**src/rtl/input_conditioner.sv**
```systemverilog
`default_nettype none
// ============================================================================
// Module   : input_conditioner
// Purpose  : Multi-channel conditioner for asynchronous board inputs.
//            Each channel is synchronised, optionally inverted, debounced
//            and edge-detected. Selected edges latch into sticky capture
//            bits with per-bit write-1-to-clear and a maskable irq.
// Revision : 1.0  initial release
// ============================================================================
module input_conditioner #(
  parameter int           N               = 16,
  parameter int           SYNC_STAGES     = 2,
  parameter int           DEBOUNCE_CYCLES = 500000,
  parameter logic [N-1:0] INVERT          = {N{1'b0}},
  parameter int           CAPTURE_EDGE    = 0
) (
  input  logic         Clk,
  input  logic         Reset,
  input  logic [N-1:0] raw_in,
  input  logic [N-1:0] clr_capture,
  input  logic [N-1:0] irq_mask,
  output logic [N-1:0] level_out,
  output logic [N-1:0] rise,
  output logic [N-1:0] fall,
  output logic [N-1:0] capture,
  output logic         irq
);

  localparam int               CNT_W    = $clog2(DEBOUNCE_CYCLES + 1);
  localparam logic [CNT_W-1:0] CNT_LAST = CNT_W'(DEBOUNCE_CYCLES - 1);

  // Every channel owns its own synchroniser, counter and capture bit.
  for (genvar i = 0; i < N; i++) begin : g_ch
    logic [SYNC_STAGES-1:0] sync_q, sync_d;
    logic [CNT_W-1:0]       cnt_q, cnt_d;
    logic                   level_q, level_d;
    logic                   rise_q, rise_d;
    logic                   fall_q, fall_d;
    logic                   cap_q, cap_d;
    logic                   s;
    logic                   cap_set;

    // Next-state: shift the synchroniser, run the debounce counter, and
    // derive edge pulses and the sticky capture bit from the level toggle.
    always_comb begin
      sync_d  = {sync_q[SYNC_STAGES-2:0], raw_in[i]};
      s       = sync_q[SYNC_STAGES-1] ^ INVERT[i];
      level_d = level_q;
      cnt_d   = '0;
      rise_d  = 1'b0;
      fall_d  = 1'b0;
      if (s != level_q) begin
        if (cnt_q == CNT_LAST) begin
          // Stable long enough: accept the new level; counter restarts.
          level_d = s;
          rise_d  = s;
          fall_d  = ~s;
        end else begin
          cnt_d = cnt_q + 1'b1;
        end
      end
      if (CAPTURE_EDGE == 0) begin
        cap_set = rise_d;
      end else if (CAPTURE_EDGE == 1) begin
        cap_set = fall_d;
      end else begin
        cap_set = rise_d | fall_d;
      end
      // A new event beats a coincident clear so no edge is ever lost.
      cap_d = cap_set | (cap_q & ~clr_capture[i]);
    end

    // State registers; synchroniser resets to the idle raw level so an
    // active-low input does not produce a spurious edge after reset.
    always_ff @(posedge Clk) begin
      if (Reset) begin
        sync_q  <= {SYNC_STAGES{INVERT[i]}};
        cnt_q   <= '0;
        level_q <= 1'b0;
        rise_q  <= 1'b0;
        fall_q  <= 1'b0;
        cap_q   <= 1'b0;
      end else begin
        sync_q  <= sync_d;
        cnt_q   <= cnt_d;
        level_q <= level_d;
        rise_q  <= rise_d;
        fall_q  <= fall_d;
        cap_q   <= cap_d;
      end
    end

    assign level_out[i] = level_q;
    assign rise[i]      = rise_q;
    assign fall[i]      = fall_q;
    assign capture[i]   = cap_q;
  end : g_ch

  assign irq = |(capture & irq_mask);

endmodule
`default_nettype wire
```
**config.mk**
```make
export PLATFORM = sky130hd
export DESIGN_NAME = input_conditioner
export DESIGN_NICKNAME = d
export VERILOG_FILES = /design/src/rtl/input_conditioner.sv
export SDC_FILE = /design/constraint.sdc
export NUM_CORES = 1
export LEC_CHECK = 0
export BUFFER_PORTS_ARGS = -buffer_cell sky130_fd_sc_hd__buf_2
export CAP_MARGIN = 10
export CORE_MARGIN = 1.5
export CORE_UTILIZATION = 35
export CTS_CLUSTER_DIAMETER = 30
export DETAILED_ROUTE_END_ITERATION = 7
export HOLD_SLACK_MARGIN = 0.06
export PLACE_DENSITY = 0.58
export SLEW_MARGIN = 20
export SYNTH_ARGS = -nofsm -noshare
export SYNTH_HDL_FRONTEND = slang
export SYNTH_SLANG_ARGS = --single-unit
export TNS_END_PERCENT = 1
```
**constraint.sdc**
```tcl
create_clock -name Clk -period 2.8 [get_ports Clk]
set_clock_uncertainty 0.1 [all_clocks]
set_input_delay 0.84 -clock Clk [delete_from_list [all_inputs] [get_ports Clk]]
set_output_delay 0.84 -clock Clk [all_outputs]
set_load 0.005 [all_outputs]
```
# Word-level counts from Yosys, hierarchy flattened
# Index checks and enable logic that the tools add are counted.
dict set report totals {
  regBits 400
  output_inout_bits 65
}
dict set report classes {
  n_addsub 16
  n_eq_ne 32
  muxes 32
  bitwise 97
  reduce_logical 49
}
# cell count
set op_table {}
lappend op_table {{$add 19x1->19 const B} 16}
lappend op_table {{$eq 19x19->1 const B} 16}
lappend op_table {{$reduce_or 3->1} 32}
lappend op_table {{$not 1->1} 64}
lappend op_table {{$mux 1} 32}
lappend op_table {{$reduce_and 2->1} 16}
lappend op_table {{$and 1x1->1} 16}
lappend op_table {{$and 16x16->16} 1}
lappend op_table {{$ne 1x1->1} 16}
lappend op_table {{$or 1x1->1} 16}
lappend op_table {{$reduce_or 16->1} 1}

# Depth between registers and ports, before layout
# Gate-level depths: netlist of the first run.
dict set report depth {
  word_depth 4
  depth_mapped 7
}

# Least setup slack after synthesis of the first run
# Ideal clock, no wire load.
dict set report synth_timing {
  path_type {input-to-output}
  startpoint {input port irq_mask[5]}
  endpoint {output port irq}
  t_arrival_ns 1.371
  required_ns 1.860
  path_slack_ns 0.489
  cell_stages 3
  path_buffers 0
  path_cell_list {a22o_1 > a221oi_1 > nand4_1}
}
dict set report synth_via {
  elab_chain_cells 2
}
# item line
set synth_lines {}
lappend synth_lines {{start, declared} 21} ;# input logic [N-1:0] irq_mask,
lappend synth_lines {{$and 16x16->16} 99} ;# assign irq = |(capture & irq_mask);
lappend synth_lines {{$reduce_or 16->1} 99}
lappend synth_lines {{end, declared} 26} ;# output logic irq
# No other way between the ends.

# Worst setup path after layout of the first run
dict set report layout_timing {
  startpoint {register g_ch[7].cap_q}
  endpoint {output port irq}
}
dict set report layout_via {
  elab_chain_cells 2
}
# item line
set layout_lines {}
lappend layout_lines {{start, declared} 39} ;# logic cap_q, cap_d;
lappend layout_lines {{start signal, assigned} 89} ;# cap_q <= cap_d;
lappend layout_lines {{$and 16x16->16} 99}
lappend layout_lines {{$reduce_or 16->1} 99}
# No other way between the ends.

==> results.yml, run 1 <==
setup_path:
  start_kind: "flip-flop"
  worstSetupPathType: "reg -> out"
  r2r_end: "g_ch[7].cnt_q[14]"
  cp.arrival_ps: 1790
  cp.required_ps: 1860
  r2r_slack_ps: 470
  r2r_start: "g_ch[7].cnt_q[10]"
  endpoint_kind: "primary output"
  r2r_cells: 4
  worstPathMaxFanout: 3
grt:
  grt_util_all_layers_pct: 15.2
  grt_max_degree: 27
  grt_overflow: 0
  antenna_found_initial: 2
  grt_pass1_wl_mm: 64.1
  grt_pass1_vias: 13583
drt:
  first_iter_violations: 716
  drcViolationCount: 0
  num_vias: 14389
  ant_nets: 0
  wl_mm: 38.9
  drt_pass1_iterations: 5
  routedWlPerCell_um: 13.6
  vias_per_cell: 5.01
floorplanning:
  core_area_um2: 49200
  io_pins: 115
  fp-row-count: 81
  die_x_um: 227
  start_util_pct: 35.6
  die_area_um2: 51400
  die_h_um: 227
timing:
  min_period_over_period_pct: 97.6
  setup_tns_ps: 0
  fin_crit_ps: 2730
  finalMaxSlewViolations: 0
  hold_ws_ps: 325
  setup_viol: 0
  rsz0062_at_grt: "yes"
  fmax_mhz: 366
  worstMarginPinSlew_ps: 775
  hold_viol: 0
  slew_headroom_pct: 48.3
worst_hold_path:
  min-delay-path-class: "reg -> reg"
  hold_end: "g_ch[9].sync_q[1]"
  hold-path-cell-count: 1
  worstHoldStart: "g_ch[9].sync_q[0]"
clocking:
  clock_sinks: 400
  htreeDepth: 3
  clk_latency_ps: 620
  cts_hold_buf: 0
  cts_tree: "done"
  cts-root-buf: "clkbuf_16"
  cts_buffers: 99
  clk_pin_slew_ps: 50
  cts-root-to-sink-buffers: 3
synth:
  yosys_most_used_dff: "dfxtp_1"
  syn_inst: 1989
  mappedNetlistNets: 2055
  synthTopCellsByArea: "dfxtp_1, xnor2_1, nor2_1"
  synth_area_um2: 17500
  ys_seq_area_share_pct: 45.7
  async_reset_ff_share_pct: 0
  synth_cell_types: 52
  synth_top_area_share_pct: 45.7
  ys_ff_latch: 400
  synth-edff-count: 0
  syn_avg_cell_area_um2: 8.80
  yosys_warnings: 0
  netlist.top_cell.by_area: "dfxtp_1"
placed_design:
  placedInstanceArea_um2: 18500
  dp_hpwl_mm: 26.8
  gp_congestion: 0.810
  io_buffers: 114
power:
  cellPowerDensity_nw_per_um2: 784
  power.leakage_uw: 0.00722
  vdd_drop_max_uv: 459
final_layout:
  fin_area_um2: 21900
  nets: 2188
  diodes: 0
  layout.filler_cells: 4714
  area_delta_synth_final_pct: 25.3
  drive_above_1_share_pct: 15.6
flow_run:
  cap_violations: 0
outcome:
  status: "complete, no violations"
[area by class of cell]
type | count | area (um2) | share of cell area (%)
clock inverter | 59 | 654 | 2.98
timing repair buffer | 144 | 836 | 3.81
multi-input combinational | 1420 | 8640 | 39.4
inverter | 57 | 214 | 0.975
clock buffer | 126 | 2750 | 12.5
sequential | 400 | 8010 | 36.5
tap | 664 | 831 | 3.79
[critical path: stages, from the launching register on]
cell      delay, ps
dfxtp_1         440
a221oi_2        310
buf_4           190
nand4_1          90
buf_2           140
[routing by layer]
metal / track usage [%] / up-vias / part of all wire [%]
met3: 4.50 / 79 / 4.9
met2: 23.5 / 250 / 44
met4: 6.24 / 4 / 2.4
li1: - / 7329 / -
met5: 0 / - / 0.080
met1: 19.6 / 6727 / 48
[placed cells by master, fill, tap and decap left out, drive strengths merged, types with 29 or more instances in the layout]
cell,synthesis,final
a21oi,114,114
and3,31,31
and4,33,33
buf,72,144
clkbuf,40,126
clkinv,0,35
dfxtp,400,400
inv,57,63
nand2,99,99
nand2b,29,29
nand3,126,126
nand4,64,64
nor2,253,253
nor2b,35,35
nor3,39,39
nor4,56,56
o21ai,63,63
o31ai,36,36
or3,66,66
or4,52,52
xnor2,125,125
xor2,80,80
[registers in the layout, summed over array words and instances (netlist names)]
name and cells:
g_ch.cnt_q 304, g_ch.sync_q 32, g_ch.cap_q 16, g_ch.fall_q 16, g_ch.level_q 16, g_ch.rise_q 16
[through the flow]
stage	power (uW)	util [%]	setup slack [ps]	cells
finish	17200	44.6	66.2	2870
global route	17800	44.6	-37.6	2870
CTS	17500	44.6	0.752	2870
detailed placement	6030	37.6	-17.1	2684
global placement	6020	37.6	-28.5	2684
floorplan	5950	-	489	1989
[synth_stat cells, drive strengths merged, types with 7 or more instances]
cell and number:
and4 33, dfxtp 400, nand4b 7, nand2b 29, nand3 126, nor2 253, nor4b 27, a21oi 114
ha 16, or2 7, and3 31, o21ai 63, o31ai 36, and2 14, nand2 99, or3 66
buf 72, xnor2 125, clkbuf 40, nor4bb 9, xor2 80, nor4 56, inv 57, nor3 39
or4 52, nand4 64, nor2b 35
[where the power goes]
| group | total [uW] | switching (uW) | internal [uW] |
|---|---|---|---|
| registers | 5760 | 21.4 | 5740 |
| clock network | 11300 | 3520 | 7760 |
| logic | 159 | 88.1 | 70.8 |
[worst max-delay path by stage]
stage                    from   to  slack (ps)  cells past startpoint
3_5_place_dp      irq_mask[5]  irq         -20                      5
2_1_floorplan     irq_mask[5]  irq         490                      3
4_1_cts        g_ch[13].cap_q  irq         0.8                      5
3_3_place_gp      irq_mask[5]  irq         -30                      5
5_1_grt        g_ch[13].cap_q  irq         -40                      5
6_report        g_ch[7].cap_q  irq          70                      4
[cells by family after synthesis]
group / share of synthesized area (%)
adder cells (fa/ha/maj): 1.14
flip-flops: 45.7
AO/OA/AOI/OAI: 7.87
AND/OR/NAND/NOR: 30.0
XOR/XNOR: 10.3
buffers and inverters: 5.05
[timing repair]
action	in CTS	in global routing
pin swaps	1	0
gates resized for setup	4	0
buffers inserted	1	0
setup endpoints to repair	1	1
No activity file was read; power rests on OpenSTA's default activity.
==> run 2: changes to the inputs <==
--- a/config.mk
+++ b/config.mk
@@ -5,6 +5,7 @@
 export SDC_FILE = /design/constraint.sdc
 export NUM_CORES = 1
 export LEC_CHECK = 0
+export ABC_AREA = 1
 export BUFFER_PORTS_ARGS = -buffer_cell sky130_fd_sc_hd__buf_2
 export CAP_MARGIN = 10
 export CORE_MARGIN = 1.5
@@ -12,7 +13,7 @@
 export CTS_CLUSTER_DIAMETER = 30
 export DETAILED_ROUTE_END_ITERATION = 7
 export HOLD_SLACK_MARGIN = 0.06
-export PLACE_DENSITY = 0.58
+export PLACE_DENSITY = 0.63
 export SLEW_MARGIN = 20
 export SYNTH_ARGS = -nofsm -noshare
 export SYNTH_HDL_FRONTEND = slang
==> run 2 against run 1 <==
Compared with the run above: die area rose by 11%; total power rose by 2.5%; critical path type is now in -> out; core utilization fell by 1.2 points; synthesized cell count rose by 42%; sequential power barely moved; via count rose by 16%; clock power rose by 4%; hold slack got worse by 28 ps; maximum frequency rose by 5.4%; largest power group unchanged; area after synthesis rose by 11%; non-clock buffer count fell by 18.
==> results.yml, run 2 <==
synth:
  synth_cell_types: 39
  syn_inst: 2832
  synthAdderAreaFrac_pct: 1.03
  synth_compound_area_share_pct: 5.38
  yosys_most_used_dff: "dfxtp_1"
  ys_ff_latch: 400
  synth_top_area_share_pct: 41.2
  synth_xor_area_share_pct: 6.13
  post-synth-top-count-cell: "nand2_1"
  synthTopCellsByArea: "dfxtp_1, nand2_1, nor2_1"
  synthSimpleGateAreaFrac_pct: 35.9
  synth-edff-count: 0
  synth_area_um2: 19400
  mappedNetlistNets: 2898
  syn_avg_cell_area_um2: 6.86
  synth_top_family_by_area: "simple AND/OR/NAND/NOR gates"
  synthTopCellsByCount: "nand2_1, nor2_1, dfxtp_1"
  netlist.top_cell.by_area: "dfxtp_1"
  ys_seq_area_share_pct: 41.2
  async_reset_ff_share_pct: 0
  synth_mux_area_share_pct: 0
  yosys_warnings: 0
final_layout:
  drive_above_1_share_pct: 12.8
  stdcell_count: 3803
  nets: 3038
  fin_util_pct: 43.4
  mostFrequentLayoutCells: "nand2_1, nor2_1, dfxtp_1, inv_1, nand3_1"
  area_delta_synth_final_pct: 22.9
  top_register: "g_ch.cnt_q"
  layout.filler_cells: 5655
  diodes: 0
  reg.largest.list: "g_ch.cnt_q (304), g_ch.sync_q (32)"
  final_common_cell: "nand2_1"
  largest_reg_flops: 304
floorplanning:
  io_pins: 115
  fp-row-count: 86
  core_area_um2: 55000
  start_util_pct: 35.3
  die_x_um: 239
  die_h_um: 239
  die_area_um2: 56900
placed_design:
  place_ws_ps: 199
  io_buffers: 114
  dp_hpwl_mm: 30.1
  gp_congestion: 0.873
  dp_cells: 3618
worst_hold_path:
  hold-path-cell-count: 2
  min-delay-path-class: "reg -> reg"
  hold_end: "g_ch[7].sync_q[1]"
  worstHoldStart: "g_ch[7].sync_q[0]"
clocking:
  cts_setup_buffers: 0
  clock_sinks: 400
  clk_pin_slew_ps: 40
  cts-root-buf: "clkbuf_16"
  cts-root-to-sink-buffers: 3
  clk_latency_ps: 610
  cts_buffers: 100
  ctsResizeCount: 0
  cts_hold_buf: 0
  cts_tree: "done"
  htreeDepth: 3
grt:
  busiest_layer: "met2"
  met3_usage_pct: 3.89
  antenna_found_initial: 4
  grt_pass1_wl_mm: 70.9
  grt_max_degree: 21
  grt_util_all_layers_pct: 15.0
  grt.met1_usage_pct: 20.0
  grt_pass1_vias: 15438
  met2_usage_pct: 23.4
  grt_overflow: 0
drt:
  ant_nets: 0
  num_vias: 16621
  drcViolationCount: 0
  first_iter_violations: 730
  drt_pass1_iterations: 4
  routedWlPerCell_um: 10.9
  vias_per_cell: 4.37
  wl_mm: 41.6
timing:
  min_period_over_period_pct: 92.7
  rsz0062_at_grt: "no"
  fin_ws_ps: 205
  finalMaxSlewViolations: 0
  setup_tns_ps: 0
  setup_viol: 0
  fmax_mhz: 385
  fin_crit_ps: 2590
  slew_headroom_pct: 49.4
  worstMarginPinSlew_ps: 759
  hold_viol: 0
setup_path:
  r2r_end: "g_ch[7].cnt_q[14]"
  start_kind: "input pin"
  cp.arrival_ps: 1650
  worstSetupPathType: "in -> out"
  cp.required_ps: 1860
  worstPathMaxFanout: 1
  r2r_slack_ps: 850
  r2r_start: "g_ch[7].cnt_q[0]"
  worstSetupStartpoint: "irq_mask[3]"
  r2r_cells: 6
  endpoint_kind: "primary output"
power:
  cellPowerDensity_nw_per_um2: 738
  power.leakage_uw: 0.00855
  vdd_drop_max_uv: 476
outcome:
  status: "complete, no violations"
flow_run:
  cap_violations: 0
[run 2: final cells by class]
type	count	area, um2	area share [%]
Clock inverter	53	689	2.89
Multi-Input combinational cell	1996	9420	39.4
Clock buffer	132	2820	11.8
Sequential cell	400	8010	33.5
Inverter	348	1310	5.49
Timing Repair Buffer	126	698	2.92
Tap cell	748	936	3.92
[run 2: layer usage]
metal / routed length (um) / vias up
met5: 0 / -
met4: 1040 / 0
met3: 2180 / 89
met2: 17600 / 296
met1: 20800 / 7245
li1: - / 8991
[run 2: through the flow]
| step | instance area, um2 | hold WS [ps] | total power [uW] |
|---|---|---|---|
| after global placement | 20400 | 289 | 6030 |
| after detailed placement | 20400 | 293 | 6030 |
| after floorplan | 19400 | 288 | 5960 |
| after global routing | 23900 | 295 | 18300 |
| after CTS | 23900 | 280 | 17900 |
| final | 23900 | 298 | 17600 |
[run 2: kinds of logic after synthesis]
kind of cell,count (synthesis)
compound gates,185
xor+xnor,136
fa+ha+maj,16
buf+inv,436
flops,400
simple gates,1659
[run 2: worst max-delay path by stage]
stage | slack [ps] | end | cells past startpoint
6_report | 210 | irq | 6
5_1_grt | 60 | irq | 5
4_1_cts | 150 | irq | 5
3_5_place_dp | 200 | irq | 6
3_3_place_gp | 170 | irq | 6
2_1_floorplan | 630 | irq | 4
[run 2: where the power goes]
| group | leakage [uW] | total [uW] | internal [uW] | switching (uW) |
|---|---|---|---|---|
| combinational | 0.00362 | 163 | 61.4 | 101 |
| sequential | 0.00323 | 5770 | 5750 | 21.2 |
| clock | 0.00170 | 11700 | 8280 | 3410 |
[run 2: critical path, cell delays in order]
cell     delay, ps
buf_2           90
nand2_1        280
nand4_1        130
nor2_1         100
nand3_1         70
buf_2          130
==> run 3: changes to the inputs <==
--- a/config.mk
+++ b/config.mk
@@ -8,7 +8,6 @@
 export ABC_AREA = 1
 export BUFFER_PORTS_ARGS = -buffer_cell sky130_fd_sc_hd__buf_2
 export CAP_MARGIN = 10
-export CORE_MARGIN = 1.5
 export CORE_UTILIZATION = 35
 export CTS_CLUSTER_DIAMETER = 30
 export DETAILED_ROUTE_END_ITERATION = 7
@@ -18,4 +17,3 @@
 export SYNTH_ARGS = -nofsm -noshare
 export SYNTH_HDL_FRONTEND = slang
 export SYNTH_SLANG_ARGS = --single-unit
-export TNS_END_PERCENT = 1
==> run 3 against run 2 <==
Compared with the run above: hold slack improved by 0.56 ps; global-route usage barely moved; via count fell by 0.47%; cell count fell by 0.47%; total power rose by 0.13%; first-iteration DRC count rose by 19%; flip-flop and latch count did not move; critical path depth fell by 3; highest routed layer unchanged.
==> results.yml, run 3 (same netlist as run 2, synthesis figures left out) <==
outcome:
  status: "complete, no violations"
timing:
  min_period_over_period_pct: 92.5
  fin_crit_ps: 2590
  rsz0062_at_grt: "no"
  slew_headroom_pct: 47.2
  setup_tns_ps: 0
  setup_viol: 0
  worstMarginPinSlew_ps: 791
  finalMaxSlewViolations: 0
  hold_ws_ps: 298
  fin_ws_ps: 211
  fmax_mhz: 386
  hold_viol: 0
floorplanning:
  io_pins: 115
  start_util_pct: 35.7
  die_h_um: 238
  die_area_um2: 56400
  die_x_um: 238
  fp-row-count: 85
  core_area_um2: 54300
setup_path:
  slowest_delay_ps: 430
  path_cells: "a221oi_1 -> nand3_1 -> buf_2"
  worstPathMaxFanout: 2
  start_kind: "flip-flop"
  cp.required_ps: 1860
  cp.arrival_ps: 1650
  worstSetupPathType: "reg -> out"
  r2r_cells: 6
  critPathSlowestCell: "dfxtp_1"
  endpoint_kind: "primary output"
final_layout:
  reg.largest.list: "g_ch.cnt_q (304), g_ch.sync_q (32)"
  top_register: "g_ch.cnt_q"
  mostFrequentLayoutCells: "nand2_1, nor2_1, dfxtp_1, inv_1, nand3_1"
  diodes: 0
  final_common_cell: "nand2_1"
  largest_reg_flops: 304
  multi_input_area_um2: 9420
  area_delta_synth_final_pct: 22.6
  drive_above_1_share_pct: 12.8
  nets: 3034
  seq_area_um2: 8010
  layout.filler_cells: 5543
drt:
  first_iter_violations: 871
  drt_pass1_iterations: 5
  wl_mm: 41.9
  ant_nets: 0
  routedWlPerCell_um: 11.1
  num_vias: 16543
  drcViolationCount: 0
  vias_per_cell: 4.37
grt:
  grt_pass1_wl_mm: 70.5
  grt_overflow: 0
  grt_pass1_vias: 15195
  antenna_found_initial: 1
  grt_max_degree: 50
  grt_util_all_layers_pct: 15.1
clocking:
  cts_hold_buf: 0
  htreeDepth: 3
  cts-root-to-sink-buffers: 3
  cts_buffers: 95
  clock_sinks: 400
  clk_pin_slew_ps: 50
  clk_latency_ps: 600
  cts-root-buf: "clkbuf_16"
  cts_tree: "done"
placed_design:
  gp_congestion: 0.860
  dp_hpwl_mm: 30.1
  io_buffers: 114
  place_ws_ps: 177
power:
  power.leakage_uw: 0.00851
  vdd_drop_max_uv: 495
  cellPowerDensity_nw_per_um2: 741
worst_hold_path:
  min-delay-path-class: "reg -> reg"
  hold-path-cell-count: 2
flow_run:
  cap_violations: 0
[run 3: cell types whose count changed in the layout (fill, tap and decap cells not counted), sizes merged]
cell      change
buf           +1
bufinv        +3
clkbuf       -17
clkinv        -9
clkinvlp      +1
inv          +12
[run 3: metal layers]
metal  global-route usage [%]  vias up  wire [um]
li1                         -     8984          -
met1                     20.1     7207      21100
met2                     23.1      272      17500
met3                     4.47       80       2300
met4                     5.12        0        955
met5                        0        -          0
[run 3: worst paths after layout]
| kind | slack [ps] | endpoint | from |
|---|---|---|---|
| min | 300 | g_ch[0].sync_q[1] | g_ch[0].sync_q[0] |
| max | 210 | irq | g_ch[6].cap_q |
| min reg2reg | 300 | g_ch[0].sync_q[1] | g_ch[0].sync_q[0] |
| max reg2reg | 830 | g_ch[7].cnt_q[12] | g_ch[7].cnt_q[0] |
[run 3: stage by stage]
step	std cells	cell area, um2	power [uW]	utilization, %
6_report	3785	23800	17600	43.8
2_1_floorplan	2832	19400	5960	-
3_5_place_dp	3610	20400	6030	37.4
3_3_place_gp	3610	20400	6030	37.4
5_1_grt	3785	23800	18300	43.8
4_1_cts	3785	23800	17900	43.8
[run 3: layout make-up]
type                    instances  share of cell area (%)
clock inverters                60                    3.60
well taps                     739                    3.88
multi-input cells            1996                    39.5
repair buffers                127                    2.91
clock buffers                 115                    10.9
inverters                     348                    5.51
flip-flops and latches        400                    33.6
[run 3: timing repair]
item | CTS | global route
setup buffers | 0 | 0
setup endpoints to repair | 0 | 1
resized for setup | 0 | 1
hold endpoints to repair | 0 | 0
[run 3: power breakdown]
group	total, uW	switching (uW)	leakage [uW]	internal [uW]
registers	5760	20.5	0.00323	5740
logic	161	101	0.00362	59.7
clock network	11700	3520	0.00166	8210
[run 3: worst max-delay path, delay by kind of cell, from the launching register on]
kind / cells / cell delay [ps]
AO/OA/AOI/OAI: 1 / 360
buffers and inverters: 1 / 150
flip-flops: 1 / 430
AND/OR/NAND/NOR: 1 / 110
